--- config.mk ---
export PLATFORM = sky130hd
export DESIGN_NAME = hamming_enc_sequencer
export DESIGN_NICKNAME = d
export VERILOG_FILES = /design/src/rtl/hamming_enc_sequencer.sv
export SDC_FILE = /design/constraint.sdc
export NUM_CORES = 1
export LEC_CHECK = 0
export CORE_MARGIN = 8
export CORE_UTILIZATION = 55
export CTS_BUF_LIST = sky130_fd_sc_hd__clkbuf_16
export CTS_CLUSTER_SIZE = 40
export DETAILED_ROUTE_END_ITERATION = 8
export PLACE_DENSITY = 0.82
export SLEW_MARGIN = 20
export SYNTH_ARGS = -nofsm -noshare
export SYNTH_HDL_FRONTEND = slang
export SYNTH_SLANG_ARGS = --single-unit
export TNS_END_PERCENT = 10
--- constraint.sdc ---
create_clock -name clk -period 1.9 [get_ports clk]
set_input_delay 0.475 -clock clk [delete_from_list [all_inputs] [get_ports clk]]
set_output_delay 0.475 -clock clk [all_outputs]
set_load 0.02 [all_outputs]
--- src/rtl/hamming_enc_sequencer.sv ---
// Memory-port master that walks N_MSG 11-bit messages, encodes each
// into a (16,11) SECDED Hamming word and writes the word back.
module hamming_enc_sequencer #(
  parameter int N_MSG    = 15,
  parameter int SRC_BASE = 0,
  parameter int DST_BASE = 30,
  parameter int ADDR_W   = 8
) (
  input  logic              clk,
  input  logic              reset,
  input  logic              start,
  output logic              busy,
  output logic              done,
  output logic [ADDR_W-1:0] mem_addr,
  output logic              mem_wr_en,
  output logic [7:0]        mem_wr_data,
  input  logic [7:0]        mem_rd_data
);

  localparam int IDX_W = (N_MSG > 1) ? $clog2(N_MSG) : 1;

  localparam logic [ADDR_W-1:0] SRC_A = ADDR_W'(SRC_BASE);
  localparam logic [ADDR_W-1:0] DST_A = ADDR_W'(DST_BASE);
  localparam logic [IDX_W-1:0]  LAST  = IDX_W'(N_MSG - 1);

  typedef enum logic [2:0] {
    IDLE,
    RD_LO,
    RD_HI,
    CAP,
    WR_LO,
    WR_HI,
    DONE
  } state_t;

  state_t           state;
  logic [IDX_W-1:0] idx;
  logic [IDX_W-1:0] idx_nxt;
  logic [7:0]       lo_byte;
  logic [7:0]       w_hi;
  logic [15:0]      w;
  logic             unused_hi;

  // Byte address of slot i (hi selects the upper byte), wrapping in ADDR_W bits.
  function automatic logic [ADDR_W-1:0] slot(
    input logic [ADDR_W-1:0] base,
    input logic [IDX_W-1:0]  i,
    input logic              hi
  );
    logic [ADDR_W-1:0] off;
    off = ADDR_W'({i, hi});
    return base + off;
  endfunction

  // (16,11) SECDED encoder; dv[0] is d1, dv[10] is d11.
  function automatic logic [15:0] enc(input logic [10:0] dv);
    logic [11:1] d;
    logic p8, p4, p2, p1, p0;
    d  = dv;
    p8 = ^d[11:5];
    p4 = ^d[11:8] ^ (^d[4:2]);
    p2 = d[11] ^ d[10] ^ d[7] ^ d[6] ^ d[4] ^ d[3] ^ d[1];
    p1 = d[11] ^ d[9] ^ d[7] ^ d[5] ^ d[4] ^ d[2] ^ d[1];
    p0 = ^d[11:1] ^ p8 ^ p4 ^ p2 ^ p1;
    return {d[11:5], p8, d[4:2], p4, d[1], p2, p1, p0};
  endfunction

  assign idx_nxt   = idx + IDX_W'(1);
  assign unused_hi = ^mem_rd_data[7:3];

  // Encode the captured low byte with the hi bits arriving this cycle.
  always_comb begin
    w = enc({mem_rd_data[2:0], lo_byte});
  end

  // Sequencer FSM: one state per cycle, all outputs registered.
  always_ff @(posedge clk or posedge reset) begin
    if (reset) begin
      state       <= IDLE;
      idx         <= '0;
      busy        <= 1'b0;
      done        <= 1'b0;
      mem_addr    <= '0;
      mem_wr_en   <= 1'b0;
      mem_wr_data <= '0;
      lo_byte     <= '0;
      w_hi        <= '0;
    end else begin
      unique case (state)
        IDLE, DONE: begin
          if (start) begin
            state    <= RD_LO;
            idx      <= '0;
            done     <= 1'b0;
            busy     <= 1'b1;
            mem_addr <= slot(SRC_A, '0, 1'b0);
          end
        end
        RD_LO: begin
          state    <= RD_HI;
          mem_addr <= slot(SRC_A, idx, 1'b1);
        end
        RD_HI: begin
          state   <= CAP;
          lo_byte <= mem_rd_data;
        end
        CAP: begin
          state       <= WR_LO;
          w_hi        <= w[15:8];
          mem_addr    <= slot(DST_A, idx, 1'b0);
          mem_wr_en   <= 1'b1;
          mem_wr_data <= w[7:0];
        end
        WR_LO: begin
          state       <= WR_HI;
          mem_addr    <= slot(DST_A, idx, 1'b1);
          mem_wr_data <= w_hi;
        end
        WR_HI: begin
          mem_wr_en   <= 1'b0;
          mem_wr_data <= '0;
          if (idx == LAST) begin
            state    <= DONE;
            done     <= 1'b1;
            busy     <= 1'b0;
            mem_addr <= '0;
          end else begin
            state    <= RD_LO;
            idx      <= idx_nxt;
            mem_addr <= slot(SRC_A, idx_nxt, 1'b0);
          end
        end
        default: state <= IDLE;
      endcase
    end
  end

endmodule
# Word-level counts from Yosys, hierarchy flattened
# Cells that the tools add are included.
[totals] latchBits=0 ram_bits=0 romBits=0 mem_count=0 reg_bits=42 input_bits=11 wordCells=69
[op_classes] multipliers=0 n_reduce_logical=13 n_shift=0 bitwise_logic=17 eq_ne=10 order_cmp=0 div=0 addsub=3 mux=17
[ops] operator="$pmux 8 s5" count=1
[ops] operator="$pmux 8 s3" count=1
[ops] operator="$pmux 3 s6" count=1
[ops] operator="$xor 1x1->1" count=17
[ops] operator="$add 5x5->6 const A" count=2
[ops] operator="$reduce_xor 11->1" count=1
[ops] operator="$eq 3x3->1 const B" count=3
[ops] operator="$mux 4" count=2
[ops] operator="$mux 8" count=1
[ops] operator="$pmux 4 s2" count=1
[ops] operator="$reduce_xor 7->1" count=1
[ops] operator="$eq 3x2->1 const B" count=2
[ops] operator="$mux 3" count=2
[ops] operator="$ne 2x2->1 const B" count=3
[ops] operator="$pmux 1 s2" count=3
[ops] operator="$reduce_and 3->1" count=2
[ops] operator="$mux 5" count=1
[ops] operator="$reduce_bool 5->1" count=1
[ops] operator="$add 4x1->4 const B" count=1
[ops] operator="$eq 4x4->1 const B" count=1
[ops] operator="$mux 1" count=4
[ops] operator="$reduce_bool 2->1" count=2
[ops] operator="$reduce_xor 4->1" count=1
[ops] operator="$eq 3x1->1 const B" count=1
[ops] operator="other kinds (5)" count=5

# Longest topological paths before layout
# Gate-level depths: netlist of run 1.
[depth] word_depth=9 ltp_mapped=7 depth_no_buf=6

# Worst setup path before layout of run 1
# No wires, ideal clock.
[synth_path] path_kind="register to register" start="register idx[0]" end="register mem_addr[3]" t_arrival_ps=1561 setup_slack_ps=210 t_required_ps=1771 stages_incl_launch_ff=8 setup_ps=129 path_buffers=1 path_cell_list="dfrtp_1 > inv_1 > ha_1 > and3_1 > clkbuf_2 > o21ai_0 > and4_1 > a2111o_1"
[synth_via] elab_chain_len=3 word_cells_on_any_way=6 classes_between="add/sub: 3; eq/ne: 1; mux: 2"
[synth_lines] item="start, declared" line_no="37" rtl="logic [IDX_W-1:0] idx;"
[synth_lines] item="start signal, assigned" line_no="129" rtl="idx <= idx_nxt;"
[synth_lines] item="$add 4x1->4 or $eq 4x4->1 (tied branches)" line_no="68, 122"
[synth_lines] item="$mux 5" line_no="122" rtl="if (idx == LAST) begin"
[synth_lines] item="$pmux 8 s5 (*)" line_no="89" rtl="unique case (state)"
[synth_lines] item="end signal, assigned" line_no="96" rtl="mem_addr <= slot(SRC_A, '0, 1'b0);"
[synth_lines] item="end signal, assigned" line_no="101" rtl="mem_addr <= slot(SRC_A, idx, 1'b1);"
[synth_lines] item="end signal, assigned" line_no="130" rtl="mem_addr <= slot(SRC_A, idx_nxt, 1'b0);"
[synth_lines] item="end, declared" line_no="14" rtl="output logic [ADDR_W-1:0] mem_addr,"
# Mark *: on every way between the ends. The rest lies on a longest branch, timed or not.
# A chain may end at the register's enable or synchronous reset.

# Final worst setup path of run 1
[layout_path] start="input mem_rd_data[0]" end="register mem_wr_data[0]"
[layout_via] elab_chain_len=8 word_cells_on_any_way=15 classes_between="mux: 1; bitwise: 11; reduce/logical: 3"
[layout_lines] item="start, declared" line_no="17" rtl="input logic [7:0] mem_rd_data"
[layout_lines] item="$xor 1x1->1 (6 in series)" line_no="63" rtl="p1 = d[11] ^ d[9] ^ d[7] ^ d[5] ^ d[4] ^ d[2] ^ d[1];"
[layout_lines] item="$xor 1x1->1 (*)" line_no="64" rtl="p0 = ^d[11:1] ^ p8 ^ p4 ^ p2 ^ p1;"
[layout_lines] item="$pmux 8 s3 (*)" line_no="89"
[layout_lines] item="end signal, assigned" line_no="112" rtl="mem_wr_data <= w[7:0];"
[layout_lines] item="end signal, assigned" line_no="117" rtl="mem_wr_data <= w_hi;"
[layout_lines] item="end, declared" line_no="16" rtl="output logic [7:0] mem_wr_data,"
# Marked as above.

==> results of run 1 <==
[worst max-delay path by stage]
| stage | start | end | slack [ns] | cells past startpoint |
|---|---|---|---|---|
| floorplan | idx[0] | mem_addr[3] | 0.21 | 7 |
| global placement | mem_rd_data[0] | mem_wr_data[0] | -0.22 | 5 |
| detailed placement | mem_rd_data[0] | mem_wr_data[0] | -0.30 | 5 |
| CTS | mem_rd_data[1] | mem_wr_data[0] | 0.05 | 5 |
| global route | idx[0] | mem_addr[3] | 0.003 | 6 |
| finish | mem_rd_data[0] | mem_wr_data[0] | 0.07 | 5 |
[cell families (layout without fill, tap and decap cells)]
logic type / after synthesis / in the layout / share of synthesized area
AND/OR/NAND/NOR: 71 / 71 / 0.148
AO/OA/AOI/OAI: 60 / 60 / 0.179
flip-flops: 40 / 40 / 0.447
buffers and inverters: 25 / 66 / 0.0498
XOR/XNOR: 23 / 23 / 0.103
multiplexers: 11 / 11 / 0.0543
adder cells (fa/ha/maj): 3 / 3 / 0.0168
other: 1 / 2 / 0.00168
[synth_stat cells (2+ instances only)]
master,count,share of area
dfrtp_1,40,0.45
nand2_1,34,0.057
xnor2_1,16,0.063
a21oi_1,15,0.034
o21ai_0,13,0.029
nor2_1,12,0.020
a22oi_1,11,0.037
mux2_2,9,0.045
buf_2,7,0.016
inv_1,7,0.012
clkbuf_1,6,0.010
a221o_1,5,0.022
and3_1,5,0.014
xor2_1,5,0.020
nand3_1,4,0.0089
nor2b_1,4,0.011
a22o_1,3,0.012
ha_1,3,0.017
and3b_1,2,0.0078
buf_1,2,0.0034
buf_4,2,0.0067
mux2i_1,2,0.0089
nand2b_1,2,0.0056
nor3_1,2,0.0045
nor3b_1,2,0.0067
o211ai_1,2,0.0067
o22ai_1,2,0.0056
[metrics by stage]
step | util | instances | setup slack [ns] | TNS, ns
after floorplan | - | 235 | 0.210 | 0
after global placement | 0.675 | 318 | -0.221 | -0.470
after detailed placement | 0.675 | 318 | -0.298 | -0.699
after CTS | 0.720 | 326 | 0.0546 | 0
after global routing | 0.722 | 326 | 0.00275 | 0
final | 0.722 | 326 | 0.0740 | 0
[cell usage in the layout, fill, tap and decap left out, types with 3 or more instances in the layout]
| cell | count |
|---|---|
| xnor2_1 | 14 |
| a22o_1 | 3 |
| inv_1 | 7 |
| o21ai_0 | 13 |
| nand2_1 | 34 |
| and3_1 | 5 |
| nor2_1 | 12 |
| a221o_1 | 5 |
| a21oi_1 | 15 |
| dfrtp_1 | 40 |
| a22oi_1 | 11 |
| nor2b_1 | 4 |
| clkdlybuf4s50_1 | 26 |
| buf_4 | 23 |
| nand3_1 | 4 |
| xor2_1 | 5 |
| ha_1 | 3 |
| mux2_2 | 9 |
| clkbuf_16 | 5 |
[sequential cells by signal (all words and copies together) (netlist names)]
signal	cells
done	1
state	3
busy	1
idx	4
w_hi	8
mem_addr	6
lo_byte	8
mem_wr_en	1
mem_wr_data	8
[area by class of cell]
type                            instances  area [µm²]  share of cell area
Multi-Input combinational cell        170        1140               0.399
Clock inverter                          3        46.3              0.0162
Tap cell                               50        62.6              0.0218
Clock buffer                            5         125              0.0436
Sequential cell                        40        1000               0.349
Timing Repair Buffer                   51         462               0.161
Inverter                                7        26.3             0.00917
[critical path: stages]
cell and delay (ns):
clkdlybuf4s50_1 0.51, xnor2_2 0.15, xnor3_2 0.41, xnor3_1 0.36, o21ai_1 0.13
[layer usage]
metal | share of wire | vias up | wire length (µm) | track usage
met1 | 0.39 | 964 | 2140 | 0.203
met2 | 0.52 | 73 | 2840 | 0.309
met4 | 0.029 | 0 | 157 | 0.102
met5 | 0 | - | 0 | 0
met3 | 0.055 | 13 | 301 | 0.0417
li1 | - | 904 | - | -
[report_power, final]
group,switching (W),total [W],internal (W)
Combinational,0.00149,0.00299,0.00150
Sequential,0.000362,0.00159,0.00123
Clock,0.000349,0.000973,0.000624
[timing repair]
item / 4_1_cts / 5_1_grt
pin swaps: 2 / 1
gates resized for setup: 2 / 1
setup endpoints to repair: 1 / 1
==> impl_metrics.tcl, run 1 <==
set metrics [dict create \
    grt_max_degree 41 \
    core_area_um2 3970 \
    end_kind "register" \
    postCtsSetupBuffers 0 \
    synth_seq_cells 40 \
    num_rows 23 \
    grt_pass1_vias 1956 \
    hpwl_mm 3.91 \
    synth_seq_area_share 0.447 \
    ys_types 44 \
    drv_slew 0 \
    io_buffer_count 27 \
    min-delay-start "w_hi[2]" \
    synthArstFlopShare 1.00 \
    ios 30 \
    rrSetupSlack_ns 0.10 \
    routedWlPerCell_um 16.7 \
    die_h_um 79.8 \
    synth_flop_cell "dfrtp_1" \
    worst-setup-path-type "in2reg" \
    hold_viol_final 0 \
    worstPathRequired_ns 2.10 \
    cp.arrival_ns 2.03 \
    design_area_um2 2870 \
    hold_buffers 0 \
    synth_area_um2 2240 \
    die_w_um 79.8 \
    n_antenna_cell 0 \
    cts_tree "yes" \
    fillers 298 \
    min_path_cells 2 \
    die_area_um2 6360 \
    cp_max_fo 2 \
    cts_inserted_buffers 5 \
    min_path_type "reg2reg" \
    synth-edff-count 0 \
    ctsLongestPathBuffers 2 \
    power_density_nw_per_um2 1940 \
    reg2reg_depth 6 \
    insertion_delay_ns 0.28 \
    cts_root_buffer "clkbuf_16" \
    grt_first_pass_wirelength_mm 9.18 \
    startpoint_type "input pin" \
    drive_gt1_frac 0.163 \
    cts_htree_levels 2 \
    area_delta_synth_final_pct 28.1 \
    vias_per_cell 5.99 \
    routed_wl_mm 5.44 \
    peakVddDrop_uv 1160 \
    via_count 1954 \
    fin_nets 289 \
    fin_crit_sh 0.961 \
    status "complete, no violations" \
    antenna_found_initial 0 \
    total_power_w 0.00555 \
    fmax_ghz 0.548 \
    finalClockSkew_ns 0.00434 \
    synth.avg_cell_area_um2 9.56 \
    p_leak_nw 1.28 \
    route.detailed.drc 0 \
    clock_sinks 40 \
    drtAntennaViolNets 0 \
    overflow 0 \
    synthCells 234 \
    holdPathEnd "w_hi[2]" \
    gp_congestion 0.893 \
    r2r-end "mem_addr[3]" \
    min_period_ns 1.83 \
    firstDrtPassIters 4 \
    reg2reg_from "idx[0]" \
    hold_slack_ns 0.480 \
    path_clk_slew_ns 0.06 \
    grt_setup_unrepaired "no" \
    grt.total_usage 0.181 \
    initial_core_util 0.563 \
    synth_warnings 0 \
    place_area_um2 2680 \
    cap_violations 0 \
    dr.first_iter.drc_count 189 \
    finalSetupViolCount 0 \
]
(Power assumes the default switching activity.)
==> run 2: changes to the inputs <==
--- a/config.mk
+++ b/config.mk
@@ -7,4 +7,6 @@
 export LEC_CHECK = 0
+export CELL_PAD_IN_SITES_DETAIL_PLACEMENT = 2
+export CELL_PAD_IN_SITES_GLOBAL_PLACEMENT = 2
 export CORE_MARGIN = 8
-export CORE_UTILIZATION = 55
+export CORE_UTILIZATION = 34
 export CTS_BUF_LIST = sky130_fd_sc_hd__clkbuf_16
@@ -12,3 +14,4 @@
 export DETAILED_ROUTE_END_ITERATION = 8
-export PLACE_DENSITY = 0.82
+export MAX_ROUTING_LAYER = met4
+export PLACE_DENSITY = 0.81
 export SLEW_MARGIN = 20
--- a/constraint.sdc
+++ b/constraint.sdc
@@ -3,2 +3,2 @@
 set_output_delay 0.475 -clock clk [all_outputs]
-set_load 0.02 [all_outputs]
+set_load 0.01 [all_outputs]
==> impl_metrics.tcl, run 2 (synthesized netlist as in run 1, its figures left out) <==
set metrics [dict create \
    status "complete, but fails checks" \
    violations "setup timing" \
    rrSetupSlack_ns 0.10 \
    min-delay-start "w_hi[6]" \
    hold_viol_final 0 \
    routedWlPerCell_um 22.5 \
    io_buffer_count 27 \
    die_area_um2 9430 \
    drive_gt1_frac 0.194 \
    initial_core_util 0.352 \
    min_path_type "reg2reg" \
    ctsLongestPathBuffers 2 \
    grt_util_met2 0.310 \
    p_leak_nw 1.33 \
    grt_setup_unrepaired "yes" \
    use_met3 0.0313 \
    cp.arrival_ns 2.10 \
    worstPathRequired_ns 2.08 \
    grt_pass1_vias 2354 \
    num_rows 29 \
    cts_root_buffer "clkbuf_16" \
    cts_htree_levels 2 \
    cts_inserted_buffers 5 \
    hold_buffers 0 \
    vias_per_cell 5.59 \
    design_area_um2 2970 \
    hold_slack_ns 0.487 \
    fin_nets 297 \
    clock_sinks 40 \
    finalClockSkew_ns 0.00784 \
    die_h_um 97.1 \
    grt.total_usage 0.182 \
    route.detailed.drc 0 \
    cts_tree "yes" \
    peakVddDrop_uv 871 \
    overflow 0 \
    worst-setup-path-type "in2reg" \
    drv_slew 0 \
    grt-busiest-layer "met2" \
    fin_crit_sh 1.01 \
    top_regs "lo_byte (8), mem_wr_data (8), w_hi (8)" \
    use_met1 0.210 \
    dr.first_iter.drc_count 59 \
    routed_wl_mm 8.12 \
    hpwl_mm 5.26 \
    core_area_um2 6350 \
    die_w_um 97.1 \
    antenna_found_initial 0 \
    holdPathEnd "w_hi[6]" \
    path_clk_slew_ns 0.07 \
    area_delta_synth_final_pct 32.6 \
    final_common_cell "dfrtp_1" \
    insertion_delay_ns 0.29 \
    n_antenna_cell 0 \
    end_kind "register" \
    grt_max_degree 41 \
    gp_congestion 0.828 \
    drtAntennaViolNets 0 \
    min_path_cells 2 \
    startpoint_type "input pin" \
    cp_max_fo 3 \
    reg2reg_from "idx[0]" \
    final_util 0.467 \
    fmax_ghz 0.520 \
    reg2reg_depth 6 \
    power_density_nw_per_um2 1980 \
    place_area_um2 2780 \
    finalSetupViolCount 1 \
    layout_common_cells "dfrtp_1 (39), nand2_1 (34), buf_4 (31), clkdlybuf4s50_1 (26), a21oi_1 (15)" \
    firstDrtPassIters 4 \
    ios 30 \
    cap_violations 0 \
    via_count 2017 \
    min_period_ns 1.92 \
    r2r-end "mem_addr[3]" \
    setup_ws_ns -0.0215 \
    grt_first_pass_wirelength_mm 13.5 \
]
-- run 2: changes by cell type in the layout (fill, tap and decap cells not counted), sizes merged --
cell      delta
buf          +8
clkinv       +2
clkinvlp     -1
inv          -1
-- run 2: layer usage --
| layer | part of all wire | vias to the layer above |
|---|---|---|
| met1 | 0.44 | 1055 |
| met3 | 0.026 | 9 |
| met5 | 0 | - |
| li1 | - | 918 |
| met2 | 0.51 | 35 |
| met4 | 0.016 | 0 |
-- run 2: worst max-delay path by stage --
stage,from,to,slack [ns],cells past startpoint
CTS,mem_rd_data[1],mem_wr_data[0],0.01,5
finish,mem_rd_data[1],w_hi[0],-0.02,6
floorplan,idx[0],mem_addr[3],0.21,7
global placement,mem_rd_data[0],mem_wr_data[0],-0.28,5
detailed placement,mem_rd_data[0],mem_wr_data[0],-0.37,5
global route,mem_rd_data[1],mem_wr_data[0],-0.03,5
-- run 2: where the power goes --
part / internal, W / leakage [nW] / switching [W]
logic: 0.00161 / 0.744 / 0.00166
registers: 0.00123 / 0.502 / 0.000395
clock network: 0.000618 / 0.0814 / 0.000363
total: 0.00346 / 1.33 / 0.00242
-- run 2: area by class of cell --
cell class              instances  area, µm²
fillers                       659       3380
repair buffers                 59        522
well taps                      77       96.3
clock inverters                 3       42.5
multi-input cells             170       1150
clock buffers                   5        125
flip-flops and latches         40       1000
inverters                       7       26.3
-- run 2: critical path: stages --
cell and delay [ns]:
clkdlybuf4s50_1 0.47, buf_4 0.18, xnor2_1 0.34, xnor2_2 0.21, xnor2_1 0.14, mux2_2 0.28
-- run 2: through the flow --
step	setup TNS (ns)	worst slack, ns	power (W)	std cells
2_1_floorplan	0	0.210	0.00344	235
3_3_place_gp	-0.795	-0.275	0.00451	353
3_5_place_dp	-1.15	-0.367	0.00471	353
4_1_cts	0	0.0114	0.00588	361
5_1_grt	-0.0341	-0.0302	0.00625	361
6_report	-0.0215	-0.0215	0.00588	361
-- run 2: repair_timing --
action	4_1_cts	5_1_grt
pin swaps	2	0
hold endpoints to repair	0	0
resized for setup	3	3
endpoints found under the setup margin	2	4
setup buffers	0	0
==> run 3: changes to the inputs <==
- GPL_TIMING_DRIVEN: default -> 0
- SLEW_MARGIN: 20 -> default
==> impl_metrics.tcl, run 3 (synthesized netlist as in run 1, its figures left out) <==
set metrics [dict create \
    peakVddDrop_uv 850 \
    cp_max_fo 7 \
    hold_slack_ns 0.485 \
    antenna_found_initial 0 \
    ctsLongestPathBuffers 2 \
    dr.first_iter.drc_count 42 \
    vias_per_cell 5.50 \
    ios 30 \
    p_leak_nw 1.24 \
    num_rows 29 \
    core_area_um2 6350 \
    area_delta_synth_final_pct 25.2 \
    final_common_cell "dfrtp_1" \
    route.detailed.drc 0 \
    relSlewSlack 0.412 \
    critPathMaxStageDelay_ns 0.47 \
    startpoint_type "register" \
    path_delay_family "flip-flops" \
    end_kind "register" \
    finalSetupViolCount 0 \
    io_buffer_count 27 \
    fin_nets 284 \
    cp.arrival_ns 1.98 \
    hold_buffers 0 \
    grt_pass1_vias 2168 \
    status "complete, no violations" \
    fin_crit_sh 0.959 \
    initial_core_util 0.352 \
    grt_first_pass_wirelength_mm 12.0 \
    worst-path-buf-inv 2 \
    grt_setup_unrepaired "no" \
    finalClockSkew_ns 0.00667 \
    hold_viol_final 0 \
    die_h_um 97.1 \
    hpwl_mm 5.02 \
    worst_slew_pin_slew_ns 0.881 \
    worst-setup-path-type "reg2reg" \
    drive_gt1_frac 0.159 \
    min_period_ns 1.82 \
    overflow 0 \
    cts_root_buffer "clkbuf_16" \
    via_count 1908 \
    drtAntennaViolNets 0 \
    gp_congestion 0.841 \
    cts_tree "yes" \
    routed_wl_mm 7.08 \
    clock_sinks 40 \
    cts_htree_levels 2 \
    drv_slew 0 \
    power_density_nw_per_um2 1900 \
    worstPathCellList "inv_2 > ha_2 > and3_4 > buf_6 > o21ai_0 > and4_1 > a2111o_1" \
    total_power_w 0.00532 \
    fmax_ghz 0.549 \
    routedWlPerCell_um 20.4 \
    top_regs "lo_byte (8), mem_wr_data (8), w_hi (8)" \
    die_area_um2 9430 \
    min_path_type "reg2reg" \
    layout_common_cells "dfrtp_1 (39), nand2_1 (33), clkdlybuf4s50_1 (23), a21oi_1 (15)" \
    path_clk_slew_ns 0.06 \
    grt_max_degree 41 \
    insertion_delay_ns 0.29 \
    cts_inserted_buffers 5 \
    grt.total_usage 0.161 \
    die_w_um 97.1 \
    firstDrtPassIters 4 \
    final_util 0.441 \
    worstPathRequired_ns 2.06 \
    cap_violations 0 \
    cpMaxStageDelayCell "dfrtp_2" \
    n_antenna_cell 0 \
]
[run 3: cell types whose count changed in the layout (fill, tap and decap cells not counted), moves of 2 or more]
cell,change
buf_2,+7
clkbuf_2,+5
clkdlybuf4s50_1,-3
buf_4,-28
buf_1,+2
inv_1,-2
dlymetal6s2s_1,+2
inv_2,+2
[run 3: timing repair]
| action | 4_1_cts | 5_1_grt |
|---|---|---|
| cloned | 0 | 0 |
| setup buffers | 1 | 0 |
| endpoints found under the setup margin | 18 | 24 |
| pin swaps | 2 | 0 |
| gates resized for setup | 8 | 16 |
[run 3: report_power, final]
| part | leakage [nW] | total, W | switching, W | internal [W] |
|---|---|---|---|---|
| Sequential | 0.502 | 0.00158 | 0.000350 | 0.00123 |
| Clock | 0.0657 | 0.000825 | 0.000348 | 0.000477 |
| Combinational | 0.675 | 0.00291 | 0.00153 | 0.00138 |
[run 3: routing by layer]
layer | up-vias | track usage | part of all wire
li1 | 885 | - | -
met1 | 988 | 0.195 | 0.46
met2 | 28 | 0.267 | 0.50
met3 | 7 | 0.0320 | 0.029
met4 | 0 | 0.0438 | 0.012
met5 | - | - | 0
[run 3: path summary, 6_finish.rpt]
path | slack (ns) | startpoint | to | cells after the start
setup / recovery | 0.08 | idx[0] | mem_addr[3] | 7
max in group asynchronous | 0.61 | reset | idx[0] | 2
min in group asynchronous | 0.69 | reset | done | 2
hold / removal | 0.48 | w_hi[5] | w_hi[5] | 2
setup reg to reg | 0.08 | idx[0] | mem_addr[3] | 7
hold reg to reg | 0.48 | w_hi[5] | w_hi[5] | 2
[run 3: worst register-to-register path, delay by kind of cell (launching register included)]
| kind | cells | cell delay, ns |
|---|---|---|
| DFF | 1 | 0.47 |
| AOI/OAI and AO/OA | 2 | 0.45 |
| and+or+nand+nor | 2 | 0.38 |
| buffers and inverters | 2 | 0.22 |
| adders and majority gates | 1 | 0.18 |
[run 3: stage by stage]
stage / setup TNS [ns] / cells / cell area, µm² / worst slack (ns)
2_1_floorplan: 0 / 235 / 2240 / 0.210
6_report: 0 / 347 / 2800 / 0.0782
4_1_cts: -0.00162 / 347 / 2780 / -0.00162
3_3_place_gp: -20.04 / 339 / 2610 / -0.469
5_1_grt: 0 / 347 / 2800 / 0.000379
3_5_place_dp: -2.53 / 339 / 2610 / -0.516
[run 3: cell type report]
class / count / area (µm²)
fillers: 713 / 3550
multi-input cells: 170 / 1160
flip-flops and latches: 40 / 1000
repair buffers: 28 / 280
clock buffers: 5 / 125
plain buffers: 18 / 97.6
well taps: 77 / 96.3
inverters: 7 / 26.3
clock inverters: 2 / 12.5
